$ cat src/rtl/logic_station.sv
// logic_station: DEPTH-entry lane-wise AND/OR/XOR station; issue->DONE in 1 cycle, commit held until iCommitGranted.
// Define LOGIC_STATION_ANDN_EN to make op 11 compute A & ~B (otherwise op 11 is AND); issue stalls via oIssueReady.
module logic_station #(
  parameter int               WIDTH   = 32,
  parameter int               LANES   = 3,
  parameter int               DEPTH   = 4,
  parameter int               TAG_W   = 4,
  parameter int               DST_W   = 8,
  parameter logic [TAG_W-1:0] BASE_ID = TAG_W'(2)
) (
  input  logic                   Clock,
  input  logic                   Reset,
  input  logic                   iIssueValid,
  input  logic [1:0]             iIssueOp,
  input  logic [DST_W-1:0]       iIssueDst,
  input  logic [LANES-1:0]       iIssueWE,
  input  logic [LANES*WIDTH-1:0] iIssueA,
  input  logic [TAG_W-1:0]       iIssueATag,
  input  logic [LANES*WIDTH-1:0] iIssueB,
  input  logic [TAG_W-1:0]       iIssueBTag,
  output logic                   oIssueReady,
  input  logic                   iCommitValid,
  input  logic [TAG_W-1:0]       iCommitTag,
  input  logic [LANES*WIDTH-1:0] iCommitData,
  output logic                   oCommitRequest,
  input  logic                   iCommitGranted,
  output logic [TAG_W-1:0]       oCommitId,
  output logic [LANES-1:0]       oCommitWE,
  output logic [DST_W-1:0]       oCommitDst,
  output logic [LANES*WIDTH-1:0] oCommitData,
  output logic                   oBusy
);
  localparam int DW = LANES * WIDTH;
  localparam int IW = (DEPTH > 1) ? $clog2(DEPTH) : 1;

  typedef enum logic [1:0] {S_FREE, S_WAIT, S_READY, S_DONE} state_t;

  typedef struct packed {
    logic [1:0]       op;
    logic [DST_W-1:0] dst;
    logic [LANES-1:0] we;
    logic [TAG_W-1:0] atag;
    logic [TAG_W-1:0] btag;
    logic [DW-1:0]    a;
    logic [DW-1:0]    b;
  } entry_t;

  state_t           st_q  [DEPTH];
  state_t           st_d  [DEPTH];
  entry_t           ent_q [DEPTH];
  entry_t           ent_d [DEPTH];
  logic             ptr_vld_q, ptr_vld_d;
  logic [IW-1:0]    ptr_q, ptr_d;
  logic [TAG_W-1:0] cid_q, cid_d;
  logic [LANES-1:0] cwe_q, cwe_d;
  logic [DST_W-1:0] cdst_q, cdst_d;
  logic [DW-1:0]    cdata_q, cdata_d;
  logic             issue_hit, exec_hit;
  logic [IW-1:0]    issue_idx, exec_idx;
  logic [DW-1:0]    exec_res;

  // Operands are plain bit vectors, so a full-width bitwise op is lane-wise by construction.
  function automatic logic [DW-1:0] logic_op(input logic [1:0] op, input logic [DW-1:0] a,
                                             input logic [DW-1:0] b);
    case (op)
      2'b01:   return a | b;
      2'b10:   return a ^ b;
`ifdef LOGIC_STATION_ANDN_EN
      2'b11:   return a & ~b;
`endif
      default: return a & b;
    endcase
  endfunction

  always_comb begin
    issue_hit = 1'b0;
    issue_idx = '0;
    exec_hit  = 1'b0;
    exec_idx  = '0;
    for (int k = DEPTH - 1; k >= 0; k--) begin
      if (st_q[k] == S_FREE)  begin issue_hit = 1'b1; issue_idx = IW'(k); end
      if (st_q[k] == S_READY) begin exec_hit  = 1'b1; exec_idx  = IW'(k); end
    end
  end

  assign exec_res = logic_op(ent_q[exec_idx].op, ent_q[exec_idx].a, ent_q[exec_idx].b);

  always_comb begin
    logic [TAG_W-1:0] id;
    entry_t           e;
    logic             load;
    logic             live;
    ptr_vld_d = ptr_vld_q;
    ptr_d     = ptr_q;
    cid_d     = cid_q;
    cwe_d     = cwe_q;
    cdst_d    = cdst_q;
    cdata_d   = cdata_q;
    for (int k = 0; k < DEPTH; k++) begin
      id       = BASE_ID + TAG_W'(k);
      e        = ent_q[k];
      st_d[k]  = st_q[k];
      load     = (st_q[k] == S_FREE) && iIssueValid && issue_hit && (issue_idx == IW'(k));
      live     = load || (st_q[k] == S_WAIT);
      if (load) begin
        e.op   = iIssueOp;
        e.dst  = iIssueDst;
        e.we   = iIssueWE;
        e.a    = iIssueA;
        e.b    = iIssueB;
        e.atag = iIssueATag;
        e.btag = iIssueBTag;
      end
      // Snooping also applies to the packet being issued, so a same-edge producer is not missed.
      if (live && iCommitValid && (iCommitTag != id)) begin
        if ((e.atag != '0) && (e.atag == iCommitTag)) begin e.a = iCommitData; e.atag = '0; end
        if ((e.btag != '0) && (e.btag == iCommitTag)) begin e.b = iCommitData; e.btag = '0; end
      end
      if (live) st_d[k] = ((e.atag == '0) && (e.btag == '0)) ? S_READY : S_WAIT;
      if ((st_q[k] == S_READY) && exec_hit && (exec_idx == IW'(k))) begin
        e.a     = exec_res;
        st_d[k] = S_DONE;
      end
      if ((st_q[k] == S_DONE) && ptr_vld_q && iCommitGranted && (ptr_q == IW'(k)))
        st_d[k] = S_FREE;
      ent_d[k] = e;
    end
    // Selecting from next state lets a result request on the same edge it completes.
    if (!ptr_vld_q) begin
      for (int k = DEPTH - 1; k >= 0; k--) begin
        if (st_d[k] == S_DONE) begin
          ptr_vld_d = 1'b1;
          ptr_d     = IW'(k);
          cid_d     = BASE_ID + TAG_W'(k);
          cwe_d     = ent_d[k].we;
          cdst_d    = ent_d[k].dst;
          cdata_d   = ent_d[k].a;
        end
      end
    end else if (iCommitGranted) begin
      ptr_vld_d = 1'b0;
    end
  end

  always_ff @(posedge Clock or posedge Reset) begin
    if (Reset) begin
      for (int k = 0; k < DEPTH; k++) begin
        st_q[k]  <= S_FREE;
        ent_q[k] <= '0;
      end
      ptr_vld_q <= 1'b0;
      ptr_q     <= '0;
      cid_q     <= '0;
      cwe_q     <= '0;
      cdst_q    <= '0;
      cdata_q   <= '0;
    end else begin
      for (int k = 0; k < DEPTH; k++) begin
        st_q[k]  <= st_d[k];
        ent_q[k] <= ent_d[k];
      end
      ptr_vld_q <= ptr_vld_d;
      ptr_q     <= ptr_d;
      cid_q     <= cid_d;
      cwe_q     <= cwe_d;
      cdst_q    <= cdst_d;
      cdata_q   <= cdata_d;
    end
  end

  always_comb begin
    oBusy = 1'b0;
    for (int k = 0; k < DEPTH; k++) begin
      if (st_q[k] != S_FREE) oBusy = 1'b1;
    end
  end

  assign oIssueReady    = issue_hit;
  assign oCommitRequest = ptr_vld_q;
  assign oCommitId      = cid_q;
  assign oCommitWE      = cwe_q;
  assign oCommitDst     = cdst_q;
  assign oCommitData    = cdata_q;
endmodule

$ cat config.mk
export PLATFORM = sky130hd
export DESIGN_NAME = logic_station
export DESIGN_NICKNAME = d
export VERILOG_FILES = /design/src/rtl/logic_station.sv
export SDC_FILE = /design/constraint.sdc
export NUM_CORES = 2
export LEC_CHECK = 0
export ABC_AREA = 1
export CORE_MARGIN = 3
export CORE_UTILIZATION = 35
export DETAILED_ROUTE_END_ITERATION = 8
export HOLD_SLACK_MARGIN = 0.08
export PLACE_DENSITY_LB_ADDON = 0.15
export SLEW_MARGIN = 25
export SYNTH_ARGS = -nofsm -noshare
export SYNTH_HDL_FRONTEND = slang
export SYNTH_SLANG_ARGS = --single-unit
$ cat constraint.sdc
create_clock -name Clock -period 29.4 [get_ports Clock]
set_input_delay 2.94 -clock Clock [delete_from_list [all_inputs] [get_ports Clock]]
set_output_delay 2.94 -clock Clock [all_outputs]
set_load 0.01 [all_outputs]
==> impl_metrics.ini <==
[power]
powerDensity_mw_per_mm2 = 130
ir_worst_vdd_v = 0.000123
leakage_nw = 36.6

[critical_path]
r2r-start = st_q[6]
worstSetupPathType = in -> reg
cp.arrival_ps = 9780
worstSetupStartpointType = input pin
ff2ff_setup_slack_ps = 22400
path_max_fanout = 150
endpoint_kind = register
crit_required_ps = 30060
timing.critical_path.from = iIssueValid

[yosys]
netlist_top_cells_count = 2902 x nand2_1, 1483 x o21ai_0, 1170 x inv_1, 971 x dfrtp_1, 637 x nor2_1
synth_cell_types = 38
ys_seq_area_share_pct = 37.9
syn_nets = 10100
synthCells = 9561
yosys-top-cells-area = dfrtp_1 38%, nand2_1 17%, o21ai_0 12%
synth_ff_type = dfrtp_1
synth_area_sq_mm = 0.0642
avgSynthCellArea_sq_um = 6.71
yosys_warnings = 0
async_flop_share_pct = 100
yosysTopAreaCellShare_pct = 37.9
ys_ff_latch = 971
yosysMostFrequentCell = nand2_1
synth-edff-count = 0
yosys.area.top_type = dfrtp_1

[grt]
grt_pass1_wl_microns = 417000
grt-ovfl-total = 0
antenna_found_initial = 9
grt_pass1_vias = 63200
grt_max_degree = 165
grt_usage_pct = 29.3

[min_path]
hold_class = reg -> reg
min_from = oCommitWE[1]

[clock_tree]
clock_path_buffers = 3
htree_levels = 4
cts_made_buffers = 131
post-cts-setup-buffer-count = 0
clk-insertion-delay-late_ps = 800
cts-resized-gates = 0
postCtsHoldBufs = 0
cts_sinks = 971
clkTransAtPathRegs_ps = 60
cts_tree = yes
cts_root_buffer = clkbuf_16

[sta]
skew_ps = 31.0
setup_viol = 0
slew_headroom_pct = 26.4
slew_viol_final = 0
setup_ws_ps = 20280
worst_pin_slew_ps = 1100
final-hold-violation-count = 0
holdWs_ps = 479
period_share_pct = 31.0
rsz0062_at_grt = no
fin_crit_ps = 9120
finalSetupTns_ps = 0
fmax_ghz = 0.110

[finish]
drive_gt1_share_pct = 4.52
fin_nets = 10000
post-route-util_pct = 40.9
areaGrowthSynthToFinish_pct = 15.7

[routing]
first_iter_violations = 6590
vias = 66000
via_per_inst = 5.50
drtPass1Iterations = 6
wl_per_cell_microns = 23.5
wirelength_microns = 282000
drc = 0
drtAntennaViolNets = 0

[die]
dieArea_sq_mm = 0.188
placementRows = 156
start_util_pct = 35.3
die-height_microns = 434
die_w_microns = 434
core_region_area_sq_mm = 0.182
io_pins = 432

[job]
drv_cap = 0

[placed_design]
dp_hpwl_microns = 161000
place_ws_ps = 19630
place_congestion = 0.846
port_buffers = 430

[status]
status = complete, no violations
==> routing by layer <==
layer  vias up  GRT usage [%]  share of wire [%]
met5         -              0              0.019
met4         6           14.8                5.3
met3       614           4.31                6.9
met2      2974           48.1                 46
met1     31600           37.5                 42
li1      30800              -                  -
==> critical path, stage by stage <==
cell and delay (ps):
clkdlybuf4s50_1 650, inv_2 110, nor2_4 120, buf_4 570
nand3_4 820, buf_12 560, buf_12 390, nand2_1 180
o21ai_2 90, nand2_1 90, nand2_1 60, nand3b_1 260
nand2_1 130, nand2_1 60, nor2_1 100, nand2_1 90
a21oi_1 240, nor2_2 200, nor2_2 170, nand2_2 110
nand2_8 480, buf_4 880, nor2_1 80, nand2_1 90
nand2_1 50
==> layout make-up <==
cell class                      count  area [sq um]
Antenna cell                        8          20.0
Clock inverter                     24           337
Sequential cell                   971         24300
Multi-Input combinational cell   6695         32800
Tap cell                         2370          2970
Clock buffer                      203          4000
Fill cell                       19000        107000
Inverter                         1189          4510
Timing Repair Buffer              546          5300
==> path summary, 6_finish.rpt <==
path	cells past startpoint	to
worst max-delay path	25	oCommitData[94]
worst min-delay path	2	oCommitWE[1]
worst max register to register	21	oCommitData[71]
worst min register to register	2	oCommitWE[1]
max in group asynchronous	7	ent_q[59]
min in group asynchronous	2	ent_q[194]
==> report_power, final <==
part           switching, mW  total [mW]  internal, mW
combinational           3.95        5.75          1.79
sequential             0.327        2.29          1.96
clock                  0.666        1.64         0.977
==> placed cells by master (no fill, tap or decap), types with 6 or more instances in the layout <==
cell	count
nor2_4	6
nor2_1	635
a31oi_1	61
clkbuf_8	34
clkdlybuf4s50_1	430
nand2_1	2892
nand3_1	426
inv_6	8
ha_1	193
buf_4	105
inv_2	10
clkinv_2	7
buf_12	9
o21ai_1	44
inv_1	1166
or2_2	61
o22ai_1	24
clkbuf_16	136
clkbuf_1	33
diode_2	8
nand3b_1	24
nand4_1	104
nand2_4	10
o211ai_1	592
o21ai_0	1482
a21oi_1	92
dfrtp_1	971
==> per-stage QoR <==
stage	power [mW]	cells	instance area, sq um
floorplan	6.06	9561	64200
global placement	7.88	11800	69800
detailed placement	7.98	11800	69800
CTS	9.66	12000	74200
global route	10.6	12000	74200
finish	9.68	12000	74200
==> cell families after synthesis <==
logic type / after synthesis / synth area share [%]
simple gates: 4179 / 26.2
compound gates: 2316 / 20.6
buf+inv: 1895 / 11.4
flops: 971 / 37.9
fa+ha+maj: 194 / 3.78
xor+xnor: 5 / 0.0683
other cells: 1 / 0.00585
==> state kept, by name, indices dropped and copies added, names as in the netlist <==
| register | flops |
|---|---|
| oCommitWE | 3 |
| oCommitRequest | 1 |
| ent_q | 852 |
| ptr_q | 1 |
| oCommitDst | 8 |
| st_q | 8 |
| oCommitData | 96 |
| oCommitId | 2 |
Power figures use the tool's default switching activity.
